===== config.mk =====
export PLATFORM = sky130hd
export DESIGN_NAME = seq_restoring_divider
export DESIGN_NICKNAME = d
export VERILOG_FILES = /design/src/rtl/div_pkg.sv /design/src/rtl/div_step.sv /design/src/rtl/seq_restoring_divider.sv
export SDC_FILE = /design/constraint.sdc
export NUM_CORES = 1
export LEC_CHECK = 0
export BUFFER_PORTS_ARGS = -buffer_cell sky130_fd_sc_hd__buf_2
export CAP_MARGIN = 10
export CORE_ASPECT_RATIO = 2
export CORE_MARGIN = 1
export CORE_UTILIZATION = 45
export DETAILED_ROUTE_END_ITERATION = 16
export PLACE_DENSITY = 0.69
export RECOVER_POWER = 25
export SYNTH_ARGS = -nofsm -noshare
export SYNTH_HDL_FRONTEND = slang
export SYNTH_SLANG_ARGS = --single-unit

===== constraint.sdc =====
create_clock -name clk -period 3.3 [get_ports clk]
set_clock_uncertainty 0.05 [all_clocks]
set_input_delay 0.66 -clock clk [delete_from_list [all_inputs] [get_ports clk]]
set_output_delay 0.66 -clock clk [all_outputs]
set_load 0.01 [all_outputs]

===== src/rtl/div_pkg.sv =====
// Shared definitions for the divider family (restoring, and the planned
// non-restoring / approximate variants).
//   div_state_e : control FSM states
//   DW_DEF/VW_DEF : default dividend/quotient and divisor/remainder widths
//   CW          : step-counter width for the default dividend width
//   QZERO_DIV   : quotient reported for a zero divisor (all ones)
package div_pkg;

  typedef enum logic [1:0] {
    IDLE = 2'd0,
    RUN  = 2'd1,
    DONE = 2'd2
  } div_state_e;

  localparam int DW_DEF = 8;
  localparam int VW_DEF = 4;
  localparam int CW     = $clog2(DW_DEF);

  localparam logic [DW_DEF-1:0] QZERO_DIV = '1;

endpackage


===== src/rtl/div_step.sv =====
// One restoring-division step (combinational).
//   i_r   : partial remainder entering the step (always < divisor)
//   i_bit : next dividend bit shifted in
//   i_d   : divisor
//   o_r   : partial remainder leaving the step
//   o_q   : quotient bit produced by the step
module div_step #(
  parameter int VW = 4
) (
  input  logic [VW-1:0] i_r,
  input  logic          i_bit,
  input  logic [VW-1:0] i_d,
  output logic [VW-1:0] o_r,
  output logic          o_q
);

  logic [VW:0] w_t;

  assign w_t = {i_r, i_bit};
  assign o_q = (w_t >= {1'b0, i_d});

  // The result is always < divisor, so the low VW bits of the modular
  // subtraction are exact and the carry bit never needs to be kept.
  assign o_r = w_t[VW-1:0] - (o_q ? i_d : '0);

endmodule


===== src/rtl/seq_restoring_divider.sv =====
// Iterative restoring divider, one quotient bit per clock.
//   clk, rst_n            : clock, synchronous active-low reset
//   in_valid / in_ready   : operand handshake (accepted only in IDLE)
//   dividend, divisor     : unsigned operands (DW / VW bits)
//   out_valid / out_ready : result handshake (result held in DONE)
//   quotient, remainder   : unsigned result (DW / VW bits)
//   div_by_zero           : result came from a zero divisor
module seq_restoring_divider
  import div_pkg::*;
#(
  parameter int DW = DW_DEF,
  parameter int VW = VW_DEF
) (
  input  logic          clk,
  input  logic          rst_n,
  input  logic          in_valid,
  output logic          in_ready,
  input  logic [DW-1:0] dividend,
  input  logic [VW-1:0] divisor,
  output logic          out_valid,
  input  logic          out_ready,
  output logic [DW-1:0] quotient,
  output logic [VW-1:0] remainder,
  output logic          div_by_zero
);

  localparam int CNTW = (DW > 1) ? $clog2(DW) : 1;

  div_state_e      r_state;
  div_state_e      w_next;
  logic [DW-1:0]   r_q;
  logic [VW-1:0]   r_r;
  logic [VW-1:0]   r_d;
  logic [CNTW-1:0] r_cnt;
  logic            r_dbz;
  logic [VW-1:0]   w_step_r;
  logic            w_step_bit;

  div_step #(.VW(VW)) u_step (
    .i_r   (r_r),
    .i_bit (r_q[DW-1]),
    .i_d   (r_d),
    .o_r   (w_step_r),
    .o_q   (w_step_bit)
  );

  always_ff @(posedge clk) begin
    if (!rst_n) r_state <= IDLE;
    else        r_state <= w_next;
  end

  always_comb begin
    w_next = r_state;
    case (r_state)
      IDLE: if (in_valid) w_next = (divisor == '0) ? DONE : RUN;
      RUN:  if (r_cnt == '0) w_next = DONE;
      DONE: if (out_ready) w_next = IDLE;
      default: w_next = IDLE;
    endcase
  end

  // Q doubles as the dividend shift register and the quotient register:
  // dividend bits leave at the top while quotient bits enter at the bottom.
  always_ff @(posedge clk) begin
    if (!rst_n) begin
      r_q   <= '0;
      r_r   <= '0;
      r_d   <= '0;
      r_cnt <= '0;
      r_dbz <= 1'b0;
    end else begin
      case (r_state)
        IDLE: begin
          if (in_valid) begin
            r_d <= divisor;
            r_r <= '0;
            if (divisor == '0) begin
              r_q   <= '1;
              r_dbz <= 1'b1;
            end else begin
              r_q   <= dividend;
              r_dbz <= 1'b0;
              r_cnt <= CNTW'(DW - 1);
            end
          end
        end
        RUN: begin
          r_r <= w_step_r;
          r_q <= {r_q[DW-2:0], w_step_bit};
          if (r_cnt != '0) r_cnt <= r_cnt - 1'b1;
        end
        default: ;
      endcase
    end
  end

  assign in_ready    = (r_state == IDLE);
  assign out_valid   = (r_state == DONE);
  assign quotient    = r_q;
  assign remainder   = r_r;
  assign div_by_zero = r_dbz;

endmodule

# --- Yosys cells after proc, flatten, opt, wreduce, memory -nomap -nowiden ---
# Index checks and enable logic that the tools add are counted.
word_totals:
  reg_bits: 22
  elab_cells: 41
op_classes:
  muxes: 16
  n_reduce_logical: 9
  magnitude_cmp: 1
  n_addsub: 2
  n_eq_ne: 7
ops:
  columns: ["cell", "count"]
  rows:
  - ["$mux W8", 2]
  - ["$pmux W8 S2", 1]
  - ["$mux W3", 3]
  - ["$mux W2", 4]
  - ["$mux W4", 2]
  - ["$ne A2 B2 Y1 const B", 4]
  - ["$pmux W4 S2", 1]
  - ["$pmux W2 S3", 1]
  - ["$pmux W3 S2", 1]
  - ["$ge A5 B4 Y1", 1]
  - ["$logic_not A4 Y1", 1]
  - ["$reduce_and A2 Y1", 2]
  - ["$reduce_and A4 Y1", 1]
  - ["$sub A4 B4 Y4", 1]
  - ["$logic_not A3 Y1", 1]
  - ["$reduce_and A3 Y1", 1]
  - ["$reduce_bool A3 Y1", 1]
  - ["$sub A3 B1 Y3 const B", 1]
  - ["$eq A2 B1 Y1 const B", 1]
  - ["$eq A2 B2 Y1 const B", 1]
  - ["$logic_not A2 Y1", 1]
  - ["$ne A2 B1 Y1 const B", 1]
  - ["$reduce_bool A2 Y1", 1]
  - ["$mux W1", 1]

# --- Logic depth before layout (Yosys ltp) ---
# Gate-level depths: netlist (run 1).
logic_depth:
  ltp_word: 4
  ltp_mapped: 11

# --- Hierarchy ---
# Synthesis (run 1) repeated with hierarchy kept, for this count alone.
hier_totals:
  hier_cells: 129
  area_unflattened_um2: 1184.9
modules_own_cells:
  columns: ["module", "instances", "seq_area_each_um2", "area_per_inst_um2", "cells_each"]
  rows:
  - ["seq_restoring_divider", 1, 440.4, 947.2, 99]
  - ["div_step", 1, 0.0, 237.7, 30]

# --- Least setup slack after synthesis (run 1) ---
# No wires, ideal clock.
synth_timing:
  kind: "register -> register"
  start: "register r_r[0], in the netlist remainder[0]"
  end: "register r_r[3], in the netlist remainder[3]"
  t_arrival_ps: 2195
  required_time_ps: 3163
  path_stages_with_launch: 11
  setup_ps: 87
  synth_period_minus_slack_ps: 2332
  path_slack_ps: 968
  cell_sequence: "dfxtp_1 > ha_1 > nand2b_1 > o21ai_0 > and2_1 > nand2_1 > ha_1 > a21oi_1 > a21boi_0 > o2111a_1 > o31ai_1"
synth_between:
  elab_chain_len: 4
synth_lines:
  columns: ["item", "line", "source"]
  rows:
  - ["from (decl)", "seq_restoring_divider.sv:32", "logic [VW-1:0] r_r;"]
  - ["from (signal assigned)", "seq_restoring_divider.sv:88", "r_r <= w_step_r;"]
  - ["$ge A5 B4 Y1", "div_step.sv:20", "assign o_q = (w_t >= {1'b0, i_d});"]
  - ["$mux W4", "div_step.sv:24", "assign o_r = w_t[VW-1:0] - (o_q ? i_d : '0);"]
  - ["$sub A4 B4 Y4 *", "div_step.sv:24", null]
  - ["$pmux W4 S2 *", "seq_restoring_divider.sv:72", "case (r_state)"]
# Every way passes the cells marked *; elsewhere a longest branch is shown, timed or not.
# A chain may end at the register's enable or synchronous reset.

# --- Worst setup path after layout (run 1) ---
layout_timing:
  start: "register r_d[3]"
  end: "register r_r[3], in the netlist remainder[3]"
layout_between:
  elab_chain_len: 4
layout_lines:
  columns: ["item", "line", "source"]
  rows:
  - ["from (decl)", "seq_restoring_divider.sv:33", "logic [VW-1:0] r_d;"]
  - ["from (signal assigned)", "seq_restoring_divider.sv:75", "r_d <= divisor;"]
  - ["$ge A5 B4 Y1", "div_step.sv:20", null]
  - ["$mux W4 *", "div_step.sv:24", null]
  - ["$sub A4 B4 Y4 *", "div_step.sv:24", null]
  - ["$pmux W4 S2 *", "seq_restoring_divider.sv:72", null]
# Marks and branches as above.

==> results of run 1 <==
-- layout by cell type (no fill, tap or decap), types with 3 or more instances in the layout --
cell type	synthesis	routed
dfxtp_1	22	22
and2_1	3	3
o211a_1	3	3
buf_2	0	22
nor2b_1	10	10
clkbuf_8	0	4
nand2_1	14	14
nand2b_1	3	3
ha_1	9	9
nor2_1	9	9
inv_1	8	8
clkbuf_1	3	8
o221ai_1	7	7
a21boi_1	7	7
a21oi_1	6	6
o21ai_0	3	3
-- area by class of cell --
| type | count | area, µm² |
|---|---|---|
| clock buffers | 4 | 55.1 |
| fillers | 272 | 1170 |
| inverters | 8 | 30.0 |
| multi-input cells | 103 | 728 |
| flip-flops and latches | 22 | 440 |
| well taps | 28 | 35.0 |
| repair buffers | 30 | 140 |
-- worst register-to-register path: stages, from the launching register on --
cell,delay [ns]
dfxtp_1,0.37
inv_1,0.08
ha_1,0.21
nor4_1,0.28
o21ai_0,0.22
and2_1,0.22
nand2_1,0.08
ha_1,0.25
a21oi_1,0.18
a21boi_0,0.13
o2111a_1,0.26
o31ai_1,0.17
-- kinds of logic after synthesis --
group                    count (synthesis)  synth area share (%)
flip-flops                              22                  35.2
multiplexers                             2                  1.60
adder cells (fa/ha/maj)                 10                  10.6
buffers and inverters                   15                  6.29
AND/OR/NAND/NOR                         54                  24.3
XOR/XNOR                                 1                 0.699
AO/OA/AOI/OAI                           36                  21.4
-- flip-flops by register name, indices dropped and copies added, names as in the netlist --
name and cells:
quotient 8, div_by_zero 1, r_cnt 3, r_state 2, remainder 4, r_d 4
-- metal layers --
| layer | share of wire (%) | GRT usage [%] | vias to the layer above |
|---|---|---|---|
| met5 | 0 | 0 | - |
| met4 | 0.86 | 7.24 | 0 |
| met3 | 1.5 | 2.62 | 2 |
| met2 | 58 | 38.7 | 19 |
| met1 | 40 | 21.8 | 534 |
| li1 | - | - | 547 |
-- worst max path at each step --
stage	cells past startpoint	slack, ns	to
after floorplan	10	0.97	remainder[3]$_SDFFE_PN0P_
after global placement	10	0.86	remainder[3]$_SDFFE_PN0P_
after detailed placement	11	0.73	remainder[3]$_SDFFE_PN0P_
after CTS	11	0.71	remainder[3]$_SDFFE_PN0P_
after global routing	11	0.56	remainder[3]$_SDFFE_PN0P_
final	11	0.72	remainder[3]$_SDFFE_PN0P_
-- where the power goes --
group	switching (mW)	internal (mW)	total (mW)	leakage (nW)
Sequential	0.0302	0.297	0.327	0.181
Clock	0.0853	0.106	0.192	0.0288
Combinational	0.123	0.0927	0.216	0.401
==> out/qor.yml, run 1 <==
cts:
  ctsResizeCount: 0
  clk_pin_slew_worst_paths_ns: 0.08
  cts-htree-levels: 1
  cts_sinks: 22
  clock_path_buffers: 2
  cts_buffers: 3
  insertion_delay_ns: 0.26
  holdBufCountCts: 0
  cts_tree: "done"
  root_buffer: "clkbuf_8"
  post_cts_buffers: 0
final_layout:
  finalNetCount: 194
  stdcell_area_um2: 1430
  final_core_util_pct: 54.9
  antenna_cells: 0
  finalNonFillerCells: 195
  syn_to_final_growth_pct: 14.1
  drive_gt1_share_pct: 16.8
timing:
  setup_violations: 0
  worst_slack_ns: 0.717
  rsz0062_at_grt: "no"
  fmax_ghz: 0.387
  maxSlewViolCount: 0
  period_share_pct: 78.3
  period_minus_slack_ns: 2.58
  holdWs_ns: 0.415
  slew_headroom_pct: 32.9
  hold_viol: 0
  worstMarginPinSlew_ns: 1.00
  setup_tns_ns: 0
detailed_routing:
  drt-initial-drc-count: 46
  ant_nets: 0
  vias_per_cell: 5.65
  vias: 1102
  drc: 0
  drt_pass1_iterations: 4
  wl_um: 2920
  wire_per_inst_um: 15.0
power_and_ir_drop:
  p_leak_nw: 0.611
  power_density_nw_per_um2: 514
  vdd_drop_max_v: 0.000507
  power.total_uw: 734
run:
  drv_cap: 0
die:
  dieWidth_um: 39.3
  row_count: 26
  dieArea_um2: 3010
  initial_core_util_pct: 48.1
  ios: 31
  coreArea_um2: 2600
  fp.dieH_um: 76.6
setup_path:
  ff2ff_path_depth: 11
  path_delay_family: "compound AO/OA/AOI/OAI gates"
  r2r_slack_ns: 0.72
  endpoint_kind: "flop"
  r2r-start: "r_d[3]$_SDFFE_PN0P_"
  slowest_stage: "dfxtp_1"
  cp-start-kind: "flop"
  crit_buf_inv: 1
  crit_fanout: 4
  crit_arrival_ns: 2.71
  critPathLaunch: "r_d[3]$_SDFFE_PN0P_"
  cp.required_ns: 3.43
  path_cells: "inv_1, ha_1, nor4_1, o21ai_0, and2_1, nand2_1, ha_1, a21oi_1, a21boi_0, o2111a_1, o31ai_1"
  slowest_delay_ns: 0.37
  cpMostUsedCell: "ha_1"
  criticalPathCategory: "flop to flop"
  r2r_end: "remainder[3]$_SDFFE_PN0P_"
place:
  gp_congestion: 0.799
  placed_area_um2: 1390
  port_buffers: 30
  dp_slack_ns: 0.732
  place_hpwl_um: 2210
  dp_cells: 191
logic_synthesis:
  synth-edff-count: 0
  synth_area_leader_cell: "dfxtp_1"
  postSynthCellCount: 140
  yosys_warnings: 0
  ys_seq_elements: 22
  seq_area_frac_synth_pct: 35.2
  synthTopCellsByCount: "dfxtp_1 (22), nand2_1 (14), nor2b_1 (10)"
  avgSynthCellArea_um2: 8.95
  netlist_area_um2: 1250
  yosys-top-cells-area: "dfxtp_1 (35%), ha_1 (9.0%), nor2b_1 (5.0%), o221ai_1 (4.9%), a21boi_1 (4.2%)"
  synthArstFlopShare_pct: 0
  synth_top_area_share_pct: 35.2
  synth_most_common_cell: "dfxtp_1"
  yosys.cell_types.count: 39
  ys.flop_type: "dfxtp_1"
  synth_fp_nets: 166
min_path:
  min_path_type: "flop to flop"
  holdPathStages: 2
  min_from: "quotient[7]$_SDFFE_PN0P_"
  holdPathEnd: "quotient[7]$_SDFFE_PN0P_"
status:
  outcome: "finished clean"
grt:
  grt_first_pass_wirelength_um: 4490
  grt-ovfl-total: 0
  grt_max_degree: 24
  first_global_vias: 1027
  grt_util_all_layers_pct: 20.9
  antenna_found_initial: 0
Power figures use the tool's default switching activity.
==> inputs of run 2 (changes only) <==
PLACE_DENSITY = 0.72   (was 0.69)
clock period = 2.35 ns   (was 3.3 ns; I/O delays follow)
==> out/qor.yml, run 2 (synthesis gave the netlist of run 1 again) <==
min_path:
  min_path_type: "flop to flop"
  holdPathStages: 2  # unchanged
  holdPathEnd: "quotient[6]$_SDFFE_PN0P_"
  min_from: "quotient[6]$_SDFFE_PN0P_"
die:
  fp.dieH_um: 76.6  # unchanged
  coreArea_um2: 2600  # unchanged
  ios: 31  # unchanged
  dieWidth_um: 39.3  # unchanged
  row_count: 26  # unchanged
  initial_core_util_pct: 48.1  # unchanged
  dieArea_um2: 3010  # unchanged
cts:
  cts_tree: "done"
  clock_path_buffers: 2  # unchanged
  cts_sinks: 22  # unchanged
  root_buffer: "clkbuf_8"
  clk_pin_slew_worst_paths_ns: 0.08  # about the same
  cts_buffers: 3  # unchanged
  holdBufCountCts: 0  # unchanged
  insertion_delay_ns: 0.26  # about the same
  cts-htree-levels: 1  # unchanged
setup_path:
  crit_arrival_ns: 2.44  # -0.27 ns
  ff2ff_path_depth: 11  # unchanged
  critPathLaunch: "r_d[1]$_SDFFE_PN0P_"
  path_cells: "inv_2, ha_4, nand2b_4, o21ai_4, and2_4, nand2_4, ha_4, nand3b_1, and3b_2, o2111a_1, o31ai_1"
  cpMostUsedCell: "ha_4"
  crit_fanout: 3  # -1
  cp.required_ns: 2.48  # -0.95 ns
  slowest_stage: "dfxtp_2"
  r2r_slack_ns: 0.04  # -0.67 ns
  r2r-start: "r_d[1]$_SDFFE_PN0P_"
  r2r_end: "remainder[3]$_SDFFE_PN0P_"
  cp-start-kind: "flop"
  slowest_delay_ns: 0.35  # -0.02 ns
  criticalPathCategory: "flop to flop"
  endpoint_kind: "flop"
final_layout:
  finalNetCount: 213  # +9.8%
  largest_register_ffs: 8  # unchanged
  syn_to_final_growth_pct: 40.1
  final_common_cell: "buf_2"
  mostFrequentLayoutCells: "buf_2 (22), buf_4 (19), dfxtp_1 (17)"
  drive_gt1_share_pct: 40.9  # +24 points
  finalNonFillerCells: 214  # +9.7%
  stdcell_area_um2: 1750  # +23%
  final_core_util_pct: 67.4  # +13 points
  antenna_cells: 0  # unchanged
  nFillCells: 221  # -19%
timing:
  slew_headroom_pct: 64.6  # +32 points
  hold_viol: 0  # unchanged
  worst_slack_ns: 0.0436  # -0.673 ns
  period_minus_slack_ns: 2.31  # -0.277 ns
  holdWs_ns: 0.421  # +0.00595 ns
  setup_tns_ns: 0  # unchanged
  period_share_pct: 98.1  # +20 points
  setup_violations: 0  # unchanged
  worstMarginPinSlew_ns: 0.530  # -0.475 ns
  fmax_ghz: 0.434  # +12%
  maxSlewViolCount: 0  # unchanged
detailed_routing:
  vias: 1212  # +10%
  drc: 0  # unchanged
  wl_um: 3330  # +14%
  vias_per_cell: 5.66  # +0.22%
  ant_nets: 0  # unchanged
  wire_per_inst_um: 15.6  # +4.1%
  drt_pass1_iterations: 4  # unchanged
  drt-initial-drc-count: 38  # -17%
power_and_ir_drop:
  power.total_mw: 1.20  # +64%
  p_leak_nw: 0.745  # +22%
  vdd_drop_max_v: 0.000490  # -3.4%
  power_density_nw_per_um2: 686  # +33%
grt:
  grt_first_pass_wirelength_um: 5030  # +12%
  grt-ovfl-total: 0  # unchanged
  antenna_found_initial: 0  # unchanged
  grt_util_all_layers_pct: 23.2  # +2.3 points
  first_global_vias: 1184  # +15%
  grt_max_degree: 24  # unchanged
place:
  place_hpwl_um: 2380  # +7.8%
  dp_slack_ns: -0.164  # -0.896 ns
  port_buffers: 30  # unchanged
  placed_area_um2: 1490  # +7.0%
  dp_cells: 204  # +6.8%
  gp_congestion: 0.740  # -7.4%
run:
  drv_cap: 0  # unchanged
status:
  outcome: "finished clean"
run 2: changes by cell type in the layout (fill, tap and decap cells not counted), sizes merged:
cell	previous run	this run
buf	22	41
run 2: routing by layer:
layer	wire, µm	GRT usage [%]	vias to the layer above
met5	0	0	-
met4	112	10.3	0
met3	77	3.21	11
met2	1940	41.8	25
met1	1200	24.0	588
li1	-	-	588
run 2: power by group:
group / switching [mW] / internal (mW) / total, mW
sequential: 0.0450 / 0.418 / 0.463
clock: 0.121 / 0.149 / 0.271
combinational: 0.236 / 0.233 / 0.469
total: 0.402 / 0.801 / 1.20
run 2: how the worst max path moves through the flow:
stage,depth (start not counted),slack [ns],to
6_report,11,0.04,remainder[3]$_SDFFE_PN0P_
5_1_grt,11,-0.03,remainder[3]$_SDFFE_PN0P_
4_1_cts,9,0.006,remainder[3]$_SDFFE_PN0P_
3_5_place_dp,11,-0.16,remainder[3]$_SDFFE_PN0P_
3_3_place_gp,11,0.04,remainder[2]$_SDFFE_PN0P_
2_1_floorplan,10,0.02,remainder[3]$_SDFFE_PN0P_
run 2: critical path, delay by kind of cell, from the launching register on:
family,cells,cell delay [ns]
simple gates,5,0.65
buf+inv,1,0.05
compound gates,3,0.59
flops,1,0.35
fa+ha+maj,2,0.55
run 2: area by class of cell:
class                           count  area [µm²]  share of cell area (%)
Tap cell                           28        35.0                    2.00
Inverter                            8        30.0                    1.71
Multi-Input combinational cell    103         905                    51.6
Sequential cell                    22         447                    25.5
Clock buffer                        4        55.1                    3.14
Timing Repair Buffer               49         283                    16.1
run 2: repair_timing:
action                     in CTS  in global routing
buffers inserted                3                  3
setup endpoints to repair       2                  3
hold endpoints to repair        0                  0
pin swaps                       9                 12
resized for setup              18                 21
==> inputs of run 3 (changes only) <==
ABC_AREA = 1   (was unset)
SLEW_MARGIN = 20   (was unset)
==> out/qor.yml, run 3 <==
status:
  outcome: "finished clean"
final_layout:
  syn_to_final_growth_pct: 18.8
  largest_register_ffs: 8  # unchanged
  regArea_um2: 440  # -1.4%
  multi_input_area_um2: 679  # -25%
  drive_gt1_share_pct: 24.9  # -16 points
  mostFrequentLayoutCells: "nand2_1 (24), buf_2 (23), dfxtp_1 (22)"
  final_common_cell: "nand2_1"
  finalNetCount: 217  # +1.9%
  antenna_cells: 0  # unchanged
  nFillCells: 249  # +13%
setup_path:
  cp-start-kind: "flop"
  endpoint_kind: "flop"
  r2r_slack_ns: 0.12  # +0.07 ns
  crit_fanout: 4  # +1
  critPathCapture: "remainder[3]$_SDFFE_PN0P_"
  r2r_end: "remainder[3]$_SDFFE_PN0P_"
  criticalPathCategory: "flop to flop"
  crit_arrival_ns: 2.38  # -0.06 ns
  r2r-start: "r_d[3]$_SDFFE_PN0P_"
  critPathLaunch: "r_d[3]$_SDFFE_PN0P_"
  ff2ff_path_depth: 16  # +5
  cp.required_ns: 2.50  # +0.02 ns
cts:
  cts_tree: "done"
  clock_path_buffers: 2  # unchanged
  cts_buffers: 3  # unchanged
  cts-htree-levels: 1  # unchanged
  clk_pin_slew_worst_paths_ns: 0.08  # about the same
  root_buffer: "clkbuf_8"
  cts_sinks: 22  # unchanged
  insertion_delay_ns: 0.26  # about the same
  holdBufCountCts: 0  # unchanged
detailed_routing:
  ant_nets: 0  # unchanged
  wl_met1_um: 1130  # -6.0%
  dr_wl_met2_um: 1700  # -13%
  vias: 1160  # -4.3%
  met3WireLength_um: 56  # -27%
  drt-initial-drc-count: 19  # -50%
  wire_per_inst_um: 13.5  # -13%
  topRoutingLayerUsed: "met4"
  drt_pass1_iterations: 4  # unchanged
  wl_um: 2930  # -12%
  drc: 0  # unchanged
  vias_per_cell: 5.35  # -5.6%
logic_synthesis:
  seq_area_frac_synth_pct: 36.3  # +1.1 points
  yosys_warnings: 0  # unchanged
  netlist_area_um2: 1210  # -3.1%
  synth-xor-area-share_pct: 0.722  # +0.022 points
  synth-edff-count: 0  # unchanged
  synth_area_leader_cell: "dfxtp_1"
  synth_top_family_by_area: "compound AO/OA/AOI/OAI gates"
  synthTopCellsByCount: "nand2_1 (25), dfxtp_1 (22), inv_1 (19)"
  synth_top_area_share_pct: 36.3  # +1.1 points
  yosys-top-cells-area: "dfxtp_1 (36%), ha_1 (9.3%), nand2_1 (7.7%), a21oi_1 (7.0%), inv_1 (5.9%)"
  synthSimpleGateAreaFrac_pct: 19.6  # -4.7 points
  synthMuxAreaShare_pct: 0  # -1.6 points
  synth_most_common_cell: "nand2_1"
  ys.flop_type: "dfxtp_1"
  synth_fa_ha_area_share_pct: 10.9  # +0.34 points
  ys_seq_elements: 22  # unchanged
  avgSynthCellArea_um2: 7.73  # -14%
  postSynthCellCount: 157  # +12%
  synth_compound_area_share_pct: 22.6  # +1.2 points
  synthArstFlopShare_pct: 0  # unchanged
  yosys.cell_types.count: 31  # -21%
  synth_fp_nets: 183  # +10%
place:
  dp_slack_ns: 0.0272  # +0.191 ns
  place_hpwl_um: 2230  # -6.6%
  gp_congestion: 0.704  # -4.9%
  port_buffers: 30  # unchanged
grt:
  antenna_found_initial: 0  # unchanged
  grt_first_pass_wirelength_um: 4620  # -8.1%
  first_global_vias: 1077  # -9.0%
  grt_util_all_layers_pct: 22.2  # -1.0 points
  grt-ovfl-total: 0  # unchanged
  grt_max_degree: 19  # -21%
power_and_ir_drop:
  power_density_nw_per_um2: 764  # +11%
  p_leak_nw: 0.673  # -9.6%
  vdd_drop_max_v: 0.000526  # +7.4%
timing:
  worstMarginPinSlew_ns: 0.479  # -0.0503 ns
  period_minus_slack_ns: 2.23  # -0.0722 ns
  worst_slack_ns: 0.116  # +0.0722 ns
  setup_tns_ns: 0  # unchanged
  fmax_ghz: 0.448  # +3.2%
  maxSlewViolCount: 0  # unchanged
  setup_violations: 0  # unchanged
  period_share_pct: 95.1  # -3.1 points
  slew_headroom_pct: 67.9  # +3.4 points
  rsz0062_at_grt: "yes"
  hold_viol: 0  # unchanged
run:
  drv_cap: 0  # unchanged
die:
  coreArea_um2: 2570  # -1.3%
  row_count: 26  # unchanged
  fp.dieH_um: 75.4  # -1.5%
  dieArea_um2: 2920  # -3.0%
  initial_core_util_pct: 47.2  # -0.90 points
  dieWidth_um: 38.7  # -1.5%
  ios: 31  # unchanged
min_path:
  min_path_type: "primary input to flop"
[run 3: where the power goes]
part           leakage [nW]  internal [mW]  switching (mW)
combinational         0.470          0.152           0.245
sequential            0.182          0.424          0.0438
clock                0.0216          0.115           0.122
[run 3: layout make-up]
class / count / area share [%]
multi-input combinational: 109 / 47.1
timing repair buffer: 32 / 10.9
sequential: 22 / 30.6
inverter: 23 / 6.16
clock buffer: 3 / 2.86
tap: 28 / 2.43
[run 3: through the flow]
step	hold slack [ns]	instance area [µm²]	instances	util, %	power, mW
6_report	0.399	1440	217	56.1	1.10
2_1_floorplan	0.387	1210	157	-	0.742
3_3_place_gp	0.400	1380	213	53.5	0.821
3_5_place_dp	0.425	1380	213	53.5	0.844
5_1_grt	0.440	1440	217	56.1	1.17
4_1_cts	0.409	1420	216	55.1	1.07
[run 3: routing by layer]
metal / up-vias / GRT usage [%]
met1: 550 / 24.2
met5: - / 0
li1: 585 / -
met3: 5 / 1.75
met2: 20 / 41.5
met4: 0 / 9.20
[run 3: worst min-delay path by stage]
stage                                     start               endpoint  slack, ns  cells after the start
final                                divisor[0]    r_d[0]$_SDFFE_PN0P_       0.40                      3
after global routing                 divisor[0]    r_d[0]$_SDFFE_PN0P_       0.44                      3
after CTS                            divisor[0]    r_d[0]$_SDFFE_PN0P_       0.41                      3
after detailed placement    r_d[1]$_SDFFE_PN0P_    r_d[1]$_SDFFE_PN0P_       0.43                      2
after global placement    r_cnt[0]$_SDFFE_PN0P_  r_cnt[0]$_SDFFE_PN0P_       0.40                      1
after floorplan           r_cnt[0]$_SDFFE_PN0P_  r_cnt[0]$_SDFFE_PN0P_       0.39                      1
[run 3: kinds of logic (layout without fill, tap and decap cells)]
kind of cell             count (synthesis)  in the layout
AND/OR/NAND/NOR                         51             51
adder cells (fa/ha/maj)                 10             10
XOR/XNOR                                 1              1
flip-flops                              22             22
buffers and inverters                   26             58
AO/OA/AOI/OAI                           47             47
[run 3: what timing repair did]
item | in CTS | in global routing
setup endpoints to repair | 0 | 2
gates resized for setup | 0 | 8
setup buffers | 0 | 1
[run 3: worst max-delay path, stage by stage, from the launching register on]
cell and delay (ns):
dfxtp_1 0.34, inv_1 0.08, ha_1 0.30, nand2_1 0.07
nor2_1 0.12, nor2_2 0.07, nand2_2 0.09, nand2_1 0.11
ha_4 0.31, nand3_1 0.10, nand2_1 0.08, nand2_1 0.05
nand2_1 0.10, inv_1 0.06, nand2_1 0.06, nand3_1 0.06
a21oi_1 0.12
